===== config.mk =====
export PLATFORM = sky130hd
export DESIGN_NAME = control_sequencer
export DESIGN_NICKNAME = d
export VERILOG_FILES = /design/src/rtl/control_sequencer.sv
export SDC_FILE = /design/constraint.sdc
export NUM_CORES = 1
export LEC_CHECK = 0
export CAP_MARGIN = 20
export CORE_ASPECT_RATIO = 1.75
export CORE_UTILIZATION = 40
export DETAILED_ROUTE_END_ITERATION = 7
export PLACE_DENSITY = 0.93
export RECOVER_POWER = 100
export SYNTH_ARGS = -nofsm -noshare
export SYNTH_HDL_FRONTEND = slang
export SYNTH_SLANG_ARGS = --single-unit

===== constraint.sdc =====
create_clock -name w_clock -period 3.6 [get_ports w_clock]
set_clock_uncertainty 0.05 [all_clocks]
set_input_delay 0.72 -clock w_clock [delete_from_list [all_inputs] [get_ports w_clock]]
set_output_delay 0.72 -clock w_clock [all_outputs]
set_load 0.1 [all_outputs]

===== src/rtl/control_sequencer.sv =====
`default_nettype none
// ============================================================================
//  Module      : control_sequencer
//  Description : Hardwired Mini SRC control unit. Runs the T0..T2 fetch with a
//                memory-ready handshake, latches the IR fields and sequences
//                the T3..T6 execute steps for ALU instructions, driving every
//                DataPath select/enable. Optional single-step mode is enabled
//                by defining CTRL_SINGLE_STEP_EN (adds the w_step input).
//  Revision    : 1.0 - initial release
// ============================================================================
module control_sequencer #(
  parameter int NREGS = 16,
  parameter int OPW   = 6
) (
  input  logic             w_clock,
  input  logic             w_clear,
  input  logic             w_run,
  input  logic             w_mem_rdy,
`ifdef CTRL_SINGLE_STEP_EN
  input  logic             w_step,
`endif
  input  logic [31:0]      ir,
  output logic             s_PC,
  output logic             s_Zlow,
  output logic             s_Zhigh,
  output logic             s_MDR,
  output logic             s_HI,
  output logic             s_LO,
  output logic             e_MAR,
  output logic             e_Z,
  output logic             e_PC,
  output logic             e_MDR,
  output logic             e_IR,
  output logic             e_Y,
  output logic             e_HI,
  output logic             e_LO,
  output logic             w_IncPC,
  output logic             w_read,
  output logic             e_alu,
  output logic [OPW-1:0]   opcode,
  output logic [NREGS-1:0] s_R,
  output logic [NREGS-1:0] e_R,
  output logic             halted
);

  typedef enum logic [3:0] {
    S_IDLE = 4'd0,
    S_T0   = 4'd1,
    S_T1   = 4'd2,
    S_T2   = 4'd3,
    S_T3   = 4'd4,
    S_T4   = 4'd5,
    S_T5   = 4'd6,
    S_T6   = 4'd7,
    S_HALT = 4'd8
  } state_t;

  localparam logic [NREGS-1:0] ONE_HOT_BASE = NREGS'(1);
  localparam logic [4:0]       OP_NOT  = 5'd4;
  localparam logic [4:0]       OP_MUL  = 5'd5;
  localparam logic [4:0]       OP_DIV  = 5'd6;
  localparam logic [4:0]       OP_NEG  = 5'd12;
  localparam logic [4:0]       OP_HALT = 5'd31;

  state_t     state_q, state_d;
  logic [4:0] op_q, op_d;
  logic [3:0] ra_q, ra_d;
  logic [3:0] rb_q, rb_d;
  logic [3:0] rc_q, rc_d;
  logic       t1_seen_q, t1_seen_d;   // set after the first T1 cycle so PC loads once
  logic       step_q, step_d;         // previous w_step level for edge detection

  logic is_alu, is_unary, is_muldiv;
  logic start_fetch;
  state_t done_state;

  // Low IR bits carry immediates this unit does not decode.
  logic unused_bits;
`ifdef CTRL_SINGLE_STEP_EN
  assign unused_bits = ^{ir[14:0], w_run};
`else
  assign unused_bits = ^ir[14:0];
`endif

  // State register and latched IR fields; cleared asynchronously.
  always_ff @(posedge w_clock or negedge w_clear) begin
    if (!w_clear) begin
      state_q   <= S_IDLE;
      op_q      <= '0;
      ra_q      <= '0;
      rb_q      <= '0;
      rc_q      <= '0;
      t1_seen_q <= 1'b0;
      step_q    <= 1'b0;
    end else begin
      state_q   <= state_d;
      op_q      <= op_d;
      ra_q      <= ra_d;
      rb_q      <= rb_d;
      rc_q      <= rc_d;
      t1_seen_q <= t1_seen_d;
      step_q    <= step_d;
    end
  end

  // Next-state, field capture and Moore output decode.
  always_comb begin
    state_d   = state_q;
    op_d      = op_q;
    ra_d      = ra_q;
    rb_d      = rb_q;
    rc_d      = rc_q;
    t1_seen_d = 1'b0;
    s_PC = 1'b0;  s_Zlow = 1'b0; s_Zhigh = 1'b0; s_MDR = 1'b0;
    s_HI = 1'b0;  s_LO   = 1'b0;
    e_MAR = 1'b0; e_Z = 1'b0; e_PC = 1'b0; e_MDR = 1'b0;
    e_IR  = 1'b0; e_Y = 1'b0; e_HI = 1'b0; e_LO  = 1'b0;
    w_IncPC = 1'b0; w_read = 1'b0; e_alu = 1'b0;
    opcode  = '0;
    s_R     = '0;
    e_R     = '0;
    halted  = 1'b0;

    // Opcodes 0..12 are real ALU operations; everything else but halt is a nop.
    is_alu    = (op_q <= OP_NEG);
    is_unary  = (op_q == OP_NOT) || (op_q == OP_NEG);
    is_muldiv = (op_q == OP_MUL) || (op_q == OP_DIV);

`ifdef CTRL_SINGLE_STEP_EN
    step_d      = w_step;
    start_fetch = w_step && !step_q;
    done_state  = S_IDLE;
`else
    step_d      = 1'b0;
    start_fetch = w_run;
    done_state  = w_run ? S_T0 : S_IDLE;
`endif

    case (state_q)
      S_IDLE: begin
        if (start_fetch) state_d = S_T0;
      end
      S_T0: begin
        s_PC = 1'b1; e_MAR = 1'b1; w_IncPC = 1'b1; e_Z = 1'b1;
        state_d = S_T1;
      end
      S_T1: begin
        s_Zlow = 1'b1; w_read = 1'b1; e_MDR = 1'b1;
        e_PC      = !t1_seen_q;
        t1_seen_d = 1'b1;
        if (w_mem_rdy) state_d = S_T2;
      end
      S_T2: begin
        s_MDR = 1'b1; e_IR = 1'b1;
        op_d = ir[31:27];
        ra_d = ir[26:23];
        rb_d = ir[22:19];
        rc_d = ir[18:15];
        state_d = S_T3;
      end
      S_T3: begin
        if (op_q == OP_HALT) begin
          state_d = S_HALT;
        end else if (is_alu) begin
          s_R = ONE_HOT_BASE << rb_q;
          e_Y = 1'b1;
          state_d = S_T4;
        end else begin
          state_d = done_state;
        end
      end
      S_T4: begin
        s_R    = ONE_HOT_BASE << (is_unary ? rb_q : rc_q);
        e_alu  = 1'b1;
        e_Z    = 1'b1;
        opcode = OPW'(op_q);
        state_d = S_T5;
      end
      S_T5: begin
        s_Zlow = 1'b1;
        if (is_muldiv) begin
          e_LO    = 1'b1;
          state_d = S_T6;
        end else begin
          e_R     = ONE_HOT_BASE << ra_q;
          state_d = done_state;
        end
      end
      S_T6: begin
        s_Zhigh = 1'b1; e_HI = 1'b1;
        state_d = done_state;
      end
      S_HALT: begin
        halted = 1'b1;
      end
      default: begin
        state_d = S_IDLE;
      end
    endcase
  end

endmodule
`default_nettype wire


==> impl_metrics.yaml <==
outcome:
  outcome: "completed"
synthesis:
  synth_top_area_frac: 0.3604
  yosysWarnings: 0
  ys_ff_latch: 22
  synth_top_cells_by_area: "dfrtp_1 (36%), mux2_2 (11%), o22ai_1 (6.6%), nor2_1 (4.7%), buf_4 (4.4%)"
  yosys.area.top_type: "dfrtp_1"
  yosys.area_share.adder: 0
  synthFlopType: "dfrtp_1"
  netlist_area_mm2: 0.001528
  async_reset_ff_frac: 1.000
  synth_top_family_by_area: "simple AND/OR/NAND/NOR gates"
  postSynthAreaPerCell_um2: 8.934
  synth_xor_area_frac: 0.005733
  synth-edff-count: 0
  netlist_instances: 171
  synth-seq-area-share: 0.3604
  synth_compound_area_frac: 0.1417
  synth-simple-area-share: 0.2907
  muxShareOfSynthArea: 0.1171
  synth.distinct_cells: 40
power_and_ir_drop:
  ir_drop_mv: 0.6759
  power_density_mw_per_mm2: 953.4
  power_mw: 2.274
  p_leak_nw: 0.9406
timing:
  finalSetupViolCount: 0
  final_hold_viol_count: 0
  finalMaxSlewViolations: 0
  fin_ws_ps: 200.7
  tightestPinTransition_ps: 1171
  fin_crit_ps: 3399
  fmax_mhz: 294.2
  rsz0062_at_grt: "no"
  max_slew_margin: 0.2228
  timing.final.crit_share: 0.9443
drt:
  drt_pre_antenna_iters: 4
  routedWlPerCell_um: 15.86
  drt_iter0_markers: 11
  drc: 0
  ant_nets: 0
  drt_wl_total_um: 4569
  via_per_inst: 5.542
  route.vias.total: 1596
final_layout:
  n_antenna_cell: 0
  nNetsFinal: 279
  final_core_util: 0.6572
  drive_gt1_frac: 0.3843
  syn_to_final_growth_pct: 56.10
critical_path:
  crit_path_max_fanout: 11
  cp.arrival_ps: 2630
  worstPathCellList: "or4b_4, nor3_4, nand3b_1, o22ai_1, buf_12"
  critPathKind: "flip-flop to output pin"
  reg2reg_depth: 4
  cp_slowest_stage_delay_ps: 550
  startpoint_type: "flip-flop"
  cp_slowest_cell: "dfrtp_1"
  regToRegStartpoint: "state_q[1]$_DFFE_PN0P_"
  worstPathRequired_ps: 2830
  end_kind: "output pin"
  critPathLaunch: "state_q[2]$_DFFE_PN0P_"
  rr_endpoint: "rb_q[3]$_DFFE_PN0P_"
  cp-endpoint: "s_R[6]"
  r2r_slack_ps: 1410
floorplan:
  dieWidth_um: 48.72
  ioPinCount: 92
  initial_core_util: 0.4210
  die_h_um: 83.76
  coreArea_mm2: 0.003628
  num_rows: 29
  die_area_mm2: 0.004080
global_routing:
  grt_pass1_vias: 1561
  antenna_found_initial: 0
  track_usage: 0.2319
  grt_pass1_wl_um: 7438
  grt_max_degree: 23
  grt.overflow.total: 0
place:
  pre_cts_slack_ps: 450.1
  io_buffer_count: 73
  place.gp.congestion: 0.9129
  dpl.hpwl_um: 3565
clocking:
  cts_tree: "done"
  cts_inserted_buffers: 3
  cts_setup_buffers: 0
  post_cts_resized: 0
  cts.sinks: 22
  htree_levels: 1
  cts_buffer_depth: 2
  cts_hold_buf: 0
  cts.clk_slew.worst_paths_ps: 80
  clkLatencyLatePin_ps: 260
  root_buffer: "clkbuf_8"
run:
  cap_violations: 0
hold_path:
  hp-class: "flip-flop to flip-flop"
[cell usage in the layout (no fill, tap or decap), types with 2 or more instances in the layout]
| cell | instances |
|---|---|
| a31oi_1 | 4 |
| and2_1 | 5 |
| and3_1 | 4 |
| buf_12 | 8 |
| buf_4 | 7 |
| clkbuf_1 | 15 |
| clkbuf_2 | 26 |
| clkbuf_4 | 3 |
| clkbuf_8 | 3 |
| clkdlybuf4s50_1 | 19 |
| conb_1 | 3 |
| dfrtp_1 | 22 |
| inv_1 | 5 |
| mux2_2 | 15 |
| nand2_1 | 7 |
| nand2b_1 | 5 |
| nand3_1 | 4 |
| nand3b_1 | 3 |
| nor2_1 | 19 |
| nor3_1 | 6 |
| nor3_2 | 6 |
| nor3b_1 | 6 |
| o21ai_0 | 5 |
| o22ai_1 | 6 |
| o22ai_4 | 10 |
| or3b_2 | 2 |
[worst max-delay path: cells and delay by family (launching register included)]
family | cells | cell delay (ps)
AND/OR/NAND/NOR | 3 | 1240
flip-flops | 1 | 550
AO/OA/AOI/OAI | 1 | 350
buffers and inverters | 1 | 220
[area by class of cell]
type / instances / area (um^2)
fill: 308 / 1244
multi-input combinational: 130 / 1049
timing repair buffer: 81 / 638.1
sequential: 22 / 550.5
tap: 46 / 57.56
clock buffer: 3 / 41.29
clock inverter: 1 / 30.03
inverter: 5 / 18.77
[cell families after synthesis]
logic type | after synthesis
compound gates | 33
xor+xnor | 1
mux | 16
other cells | 1
simple gates | 77
buf+inv | 21
flops | 22
[how the worst min path moves through the flow]
stage               cells past startpoint             endpoint  slack, ps                start
finish                                  1  ra_q[2]$_DFFE_PN0P_        530  ra_q[2]$_DFFE_PN0P_
global route                            1  ra_q[2]$_DFFE_PN0P_        550  ra_q[2]$_DFFE_PN0P_
CTS                                     1  ra_q[2]$_DFFE_PN0P_        530  ra_q[2]$_DFFE_PN0P_
detailed placement                      1  ra_q[2]$_DFFE_PN0P_        510  ra_q[2]$_DFFE_PN0P_
global placement                        1  ra_q[2]$_DFFE_PN0P_        490  ra_q[2]$_DFFE_PN0P_
floorplan                               0  op_q[0]$_DFFE_PN0P_        370              w_clear
[state kept, by name, summed over array words and instances (netlist names)]
| register | cells |
|---|---|
| op_q | 5 |
| ra_q | 4 |
| rb_q | 4 |
| rc_q | 4 |
| state_q | 4 |
| t1_seen_q | 1 |
[where the power goes]
group          total (mW)  internal (mW)  switching (mW)
sequential          0.581          0.367           0.213
clock               0.225          0.148          0.0765
combinational        1.47          0.396            1.07
[through the flow]
stage          setup TNS, ps  area (um^2)  std cells  hold WS (ps)
6_report                   0         2385        288         531.7
5_1_grt                    0         2385        288         550.9
4_1_cts                    0         2680        286         529.0
3_5_place_dp               0         2609        282         510.0
3_3_place_gp               0         2604        281         493.8
2_1_floorplan          -1921         1812        173         374.4
[per-layer routing]
metal	global-route usage	share of wire	vias up
li1	-	-	756
met1	0.2382	0.36	766
met2	0.4558	0.58	67
met3	0.02186	0.041	7
met4	0.09626	0.015	0
met5	0	0	-
[Yosys cell counts, drive strengths merged (4+ instances only)]
| master | n |
|---|---|
| inv | 5 |
| o22ai | 16 |
| mux2 | 15 |
| nor3b | 6 |
| nand2b | 5 |
| o21ai | 7 |
| and3 | 4 |
| buf | 13 |
| a31oi | 4 |
| nor2 | 20 |
| nor3 | 13 |
| and2 | 5 |
| nand2 | 8 |
| nand3 | 5 |
| dfrtp | 22 |
Power figures use the tool's default switching activity.
